==> config.mk <==
export PLATFORM = sky130hd
export DESIGN_NAME = bp_io_uc_responder
export DESIGN_NICKNAME = d
export VERILOG_FILES = /design/src/rtl/bp_io_uc_responder.sv
export SDC_FILE = /design/constraint.sdc
export NUM_CORES = 2
export LEC_CHECK = 0
export ABC_AREA = 1
export BUFFER_PORTS_ARGS = -buffer_cell sky130_fd_sc_hd__buf_4
export CAP_MARGIN = 20
export CORE_AREA = 2 2 451 453
export DETAILED_ROUTE_END_ITERATION = 8
export DIE_AREA = 0 0 453 455
export PLACE_DENSITY = 0.56
export SYNTH_ARGS = -nofsm -noshare
export SYNTH_HDL_FRONTEND = slang
export SYNTH_SLANG_ARGS = --single-unit
==> constraint.sdc <==
create_clock -name clk_i -period 6.3 [get_ports clk_i]
set_clock_uncertainty 0.2 [all_clocks]
set_input_delay 1.26 -clock clk_i [delete_from_list [all_inputs] [get_ports clk_i]]
set_output_delay 1.26 -clock clk_i [all_outputs]
set_load 0.01 [all_outputs]
==> src/rtl/bp_io_uc_responder.sv <==
// IO-side uncached responder: accepts one bedrock uc_rd/uc_wr command at a time, services it
// against a local 64-bit scratchpad, and returns a response after a fixed latency.
// Message layout (LSB first): msg_type[3:0], addr[paddr], size[2:0], payload, then data.
module bp_io_uc_responder #(
  parameter int unsigned paddr_width_p     = 40,
  parameter int unsigned cce_block_width_p = 512,
  parameter int unsigned payload_width_p   = 16,
  parameter int unsigned els_p             = 16,
  parameter int unsigned latency_p         = 2,
  localparam int unsigned hdr_width_lp         = 4 + paddr_width_p + 3 + payload_width_p,
  localparam int unsigned cce_mem_msg_width_lp = hdr_width_lp + cce_block_width_p
) (
  input  logic                            clk_i,
  input  logic                            reset_i,
  input  logic [cce_mem_msg_width_lp-1:0] io_cmd_i,
  input  logic                            io_cmd_v_i,
  output logic                            io_cmd_ready_o,
  output logic [cce_mem_msg_width_lp-1:0] io_resp_o,
  output logic                            io_resp_v_o,
  input  logic                            io_resp_yumi_i
);

  localparam int unsigned idx_width_lp = $clog2(els_p);
  localparam int unsigned cnt_width_lp = (latency_p > 0) ? $clog2(latency_p + 1) : 1;

  localparam logic [3:0] e_mem_msg_uc_rd = 4'd2;
  localparam logic [3:0] e_mem_msg_uc_wr = 4'd3;

  typedef enum logic [1:0] {e_ready, e_wait, e_resp} state_e;

  state_e                    state_q, state_d;
  logic [cnt_width_lp-1:0]   cnt_q, cnt_d;
  logic [hdr_width_lp-1:0]   resp_hdr_q;
  logic [cce_block_width_p-1:0] resp_data_q, resp_data_d;
  logic [63:0]               mem_q [els_p];

  logic [hdr_width_lp-1:0]      cmd_hdr;
  logic [cce_block_width_p-1:0] cmd_data;
  logic [3:0]                   msg_type;
  logic [paddr_width_p-1:0]     addr;
  logic [2:0]                   size;
  logic [idx_width_lp-1:0]      idx;
  logic [7:0]                   byte_mask;
  logic [2:0]                   off_mask, off;
  logic [5:0]                   shamt;
  logic [63:0]                  lane_mask, old_word, wr_word, rd_word;
  logic                         accept, is_rd, is_wr;

  assign cmd_hdr  = io_cmd_i[hdr_width_lp-1:0];
  assign cmd_data = io_cmd_i[hdr_width_lp+:cce_block_width_p];
  assign msg_type = cmd_hdr[3:0];
  assign addr     = cmd_hdr[4+:paddr_width_p];
  assign size     = cmd_hdr[4+paddr_width_p+:3];
  // Upper address bits alias onto the scratchpad
  assign idx      = addr[3+:idx_width_lp];
  assign is_rd    = (msg_type == e_mem_msg_uc_rd);
  assign is_wr    = (msg_type == e_mem_msg_uc_wr);

  logic unused_bits;
  assign unused_bits = ^{cmd_data[cce_block_width_p-1:64], addr[paddr_width_p-1:3+idx_width_lp]};

  assign io_cmd_ready_o = (state_q == e_ready) && !reset_i;
  assign accept         = io_cmd_v_i && io_cmd_ready_o;
  assign io_resp_v_o    = (state_q == e_resp);
  assign io_resp_o      = {resp_data_q, resp_hdr_q};

  // Size decode, offset alignment and byte-lane merge/extract for the addressed word
  always_comb begin
    byte_mask = 8'hFF;
    off_mask  = 3'b000;
    unique case (size)
      3'd0:    begin byte_mask = 8'h01; off_mask = 3'b111; end
      3'd1:    begin byte_mask = 8'h03; off_mask = 3'b110; end
      3'd2:    begin byte_mask = 8'h0F; off_mask = 3'b100; end
      default: begin byte_mask = 8'hFF; off_mask = 3'b000; end
    endcase
    off   = addr[2:0] & off_mask;
    shamt = {off, 3'b000};
    lane_mask = '0;
    for (int b = 0; b < 8; b++) lane_mask[8*b+:8] = {8{byte_mask[b]}};
    old_word = mem_q[idx];
    wr_word  = (old_word & ~(lane_mask << shamt)) | ((cmd_data[63:0] & lane_mask) << shamt);
    rd_word  = (old_word >> shamt) & lane_mask;
    resp_data_d = is_rd ? cce_block_width_p'(rd_word) : '0;
  end

  // FSM state and latency counter registers
  always_ff @(posedge clk_i) begin
    if (reset_i) begin
      state_q <= e_ready;
      cnt_q   <= '0;
    end else begin
      state_q <= state_d;
      cnt_q   <= cnt_d;
    end
  end

  // Next-state: ready -> (wait while counter runs) -> resp until consumed
  always_comb begin
    state_d = state_q;
    cnt_d   = cnt_q;
    unique case (state_q)
      e_ready: begin
        if (accept) begin
          cnt_d   = cnt_width_lp'(latency_p);
          state_d = (latency_p > 0) ? e_wait : e_resp;
        end
      end
      e_wait: begin
        cnt_d = cnt_q - cnt_width_lp'(1);
        if (cnt_q == cnt_width_lp'(1)) state_d = e_resp;
      end
      e_resp: begin
        if (io_resp_yumi_i) state_d = e_ready;
      end
      default: state_d = e_ready;
    endcase
  end

  // Scratchpad and response capture; read data is taken at accept time
  always_ff @(posedge clk_i) begin
    if (reset_i) begin
      resp_hdr_q  <= '0;
      resp_data_q <= '0;
      for (int i = 0; i < els_p; i++) mem_q[i] <= '0;
    end else if (accept) begin
      resp_hdr_q  <= cmd_hdr;
      resp_data_q <= resp_data_d;
      if (is_wr) mem_q[idx] <= wr_word;
    end
  end

endmodule
==> impl_metrics.ini <==
[clock_network]
cts_buffer_depth = 3
cts_setup_buffers = 0
clkSlewWorstSetupHoldPaths_ns = 0.06
htree_levels = 3
clock_latency_ns = 0.74
cts_inserted_buffers = 116
cts_tree = done
cts-root-buf = clkbuf_16
cts_sinks = 1155
postCtsResizedCells = 0
cts_hold_buf = 0

[pwr]
cellPowerDensity_nw_per_um2 = 271
total_power_uw = 17600
leakage_uw = 0.0287
ir_drop_mv = 0.251

[worst_setup_path]
r2r-end = mem_q[6][7]$_SDFFCE_PN0P_
critPathTopFamily = simple AND/OR/NAND/NOR gates
required_ns = 6.52
startpoint = io_cmd_i[46]
critPathCaptureType = register
path_buf_inv = 1
r2r_setup_slack_ns = 2.06
critPathSlowestCell = a21oi_2
startpoint_type = primary input
path_cells = buf_4, or2_1, nor2_8, nand2_2, nand2_2, o21ai_1, o21ai_2, o21ai_1, a21oi_2, nor2_1
r2r_cells = 9
criticalPathCategory = primary input to register
cp_max_fo = 28
arrival_ns = 4.79
timing.rr.start = state_q[1]$_SDFFE_PP0P_
cpPeakStageDelay_ns = 0.81

[timing]
hold_viol = 0
finalSetupViolCount = 0
fmaxAchievable_mhz = 219
worst_pin_slew_ns = 1.23
finalCritPeriodShare_pct = 72.5
rsz0062_at_grt = false
fin_setup_tns_ns = 0
maxSlewViolCount = 0
max_slew_margin_pct = 18.0
fin_crit_ns = 4.57

[synthesis]
avgSynthCellArea_um2 = 8.57
synth_cell_types = 43
yosys_warnings = 0
netlist_top_cells_area = edfxtp_1, nand2_1, nor2_1
synth_edf_count = 1024
synthDominantCellAreaShare_pct = 53.5
synth_most_common_cell = nand2_1
syn_area_um2 = 57500
yosysSeqAreaShare_pct = 58.0
synth-seq-cells = 1155
synthCells = 6710
synthArstFlopShare_pct = 0
synthTopCellsByCount = nand2_1, nor2_1, edfxtp_1
synth_top_flop_cell = edfxtp_1
post-synth-top-area-cell = edfxtp_1

[place]
io_buffers = 259
place.gp.congestion = 0.944
dpl.cell_count = 9366
place_area_um2 = 61100
dp_hpwl_um = 121000

[grt]
globalRouteOverflowTotal = 0
gr-max-usage-layer = met2
use_met2_pct = 28.9
grt_max_degree = 137
antenna_found_initial = 4
grt_pass1_vias = 41058
grtUsageMet3_pct = 3.57
grt_use_total_pct = 18.5
grt_pass1_wl_um = 283000
grt_use_met1_pct = 25.6

[run]
timing.max_cap.violations = 0

[routing]
post-route-drc-count = 0
drt-total-wl_um = 199000
vias = 45393
drt_iter0_drc = 5051
drtPass1Iterations = 5
drtAntennaViolNets = 0
routed_via_density = 4.73
avgRoutedWirePerCell_um = 20.7

[finish]
area_growth_syn_to_layout_pct = 12.6
regArea_um2 = 33400
fin_cells = 9588
multi_input_area_um2 = 20400
nets = 7397
final_cell_area_um2 = 64800
layout-drive-gt1-share_pct = 10.2
nFillCells = 20775

[floorplan]
dieWidth_um = 453
die_area_um2 = 206000
coreArea_um2 = 201000
die_height_um = 455
num_rows = 165
start_util_pct = 28.6
ioPinCount = 1156

[hold_path]
holdCritStartpoint = resp_hdr_q[47]$_SDFFE_PP0P_
whs_endpoint = resp_hdr_q[47]$_SDFFE_PP0P_
holdPathStages = 2
worst_hold_path_type = register to register

[status]
status = completed
placed cells by master (no fill, tap or decap), types with 3 or more instances in the layout:
cell type and count:
buf_4 403, o211ai_1 16, nand2_2 3, dfxtp_1 131, inv_1 69, nor3_1 7
clkinv_1 30, clkinv_2 19, a22oi_1 9, a221oi_4 8, buf_16 7, a221oi_2 8
bufinv_16 6, nand2_4 33, inv_6 3, nor2_4 8, clkbuf_8 4, a21oi_1 82
buf_12 20, o21ai_1 9, nor3_2 5, o22ai_1 14, inv_2 6, nor2_1 1168
clkbuf_16 120, o21ai_2 8, clkbuf_1 34, edfxtp_1 1024, a211oi_2 6, a211oi_1 6
a21oi_2 18, a22oi_4 6, conb_1 448, nand3_1 204, nand2_1 2926, o21ai_0 23
worst reg2reg max path, cell delays in order (launching register included):
cell and delay (ns):
dfxtp_1 0.33, nor3_2 0.59, nand2_4 0.08, inv_2 0.08, nand2_1 0.06, or4_4 0.53, nor3_2 0.58, nand2_4 0.47
nand2_4 0.43, buf_12 0.42
routing by layer:
metal	routed length, um	vias up
met2	89500	2388
met5	0	-
met4	6910	0
li1	-	20685
met3	19700	303
met1	82800	22017
kinds of logic after synthesis:
logic type,Yosys count,share of synthesized area (%)
other,1,0.00652
AO/OA/AOI/OAI,218,2.98
flip-flops,1155,58.0
AND/OR/NAND/NOR,4362,29.1
adder cells (fa/ha/maj),1,0.0218
buffers and inverters,973,9.82
area by class of cell:
type / instances / share of cell area (%)
repair buffers: 434 / 5.67
clock buffers: 159 / 4.92
well taps: 2672 / 5.16
multi-input cells: 5029 / 31.6
flip-flops and latches: 1155 / 51.5
inverters: 81 / 0.500
clock inverters: 56 / 0.649
diodes: 2 / 0.00773
power breakdown:
group	internal (uW)	total, uW	switching, uW	leakage, uW
Combinational	499	2150	1650	0.0153
Sequential	8570	8650	80.8	0.0116
Clock	3760	6760	3000	0.00177
how the worst max path moves through the flow:
stage,endpoint,slack [ns],cells past startpoint
global route,mem_q[6][63]$_SDFFCE_PN0P_,1.66,10
floorplan,mem_q[4][0]$_SDFFCE_PN0P_,1.27,11
detailed placement,mem_q[6][5]$_SDFFCE_PN0P_,1.12,10
finish,mem_q[11][63]$_SDFFCE_PN0P_,1.73,10
global placement,mem_q[6][5]$_SDFFCE_PN0P_,1.13,10
CTS,mem_q[6][15]$_SDFFCE_PN0P_,1.89,10
metrics by stage:
stage | setup slack [ns] | util, % | hold slack (ns)
2_1_floorplan | 1.27 | - | 0.233
3_3_place_gp | 1.13 | 30.2 | 0.247
3_5_place_dp | 1.12 | 30.3 | 0.257
4_1_cts | 1.89 | 32.1 | 0.266
5_1_grt | 1.66 | 32.2 | 0.283
6_report | 1.73 | 32.2 | 0.265
registers in the layout, indices dropped and copies added, names as in the netlist:
| name | cells |
|---|---|
| resp_data_q | 64 |
| state_q | 2 |
| resp_hdr_q | 63 |
| cnt_q | 2 |
| mem_q | 1024 |
Note: power is estimated with default switching activity, not from simulation.
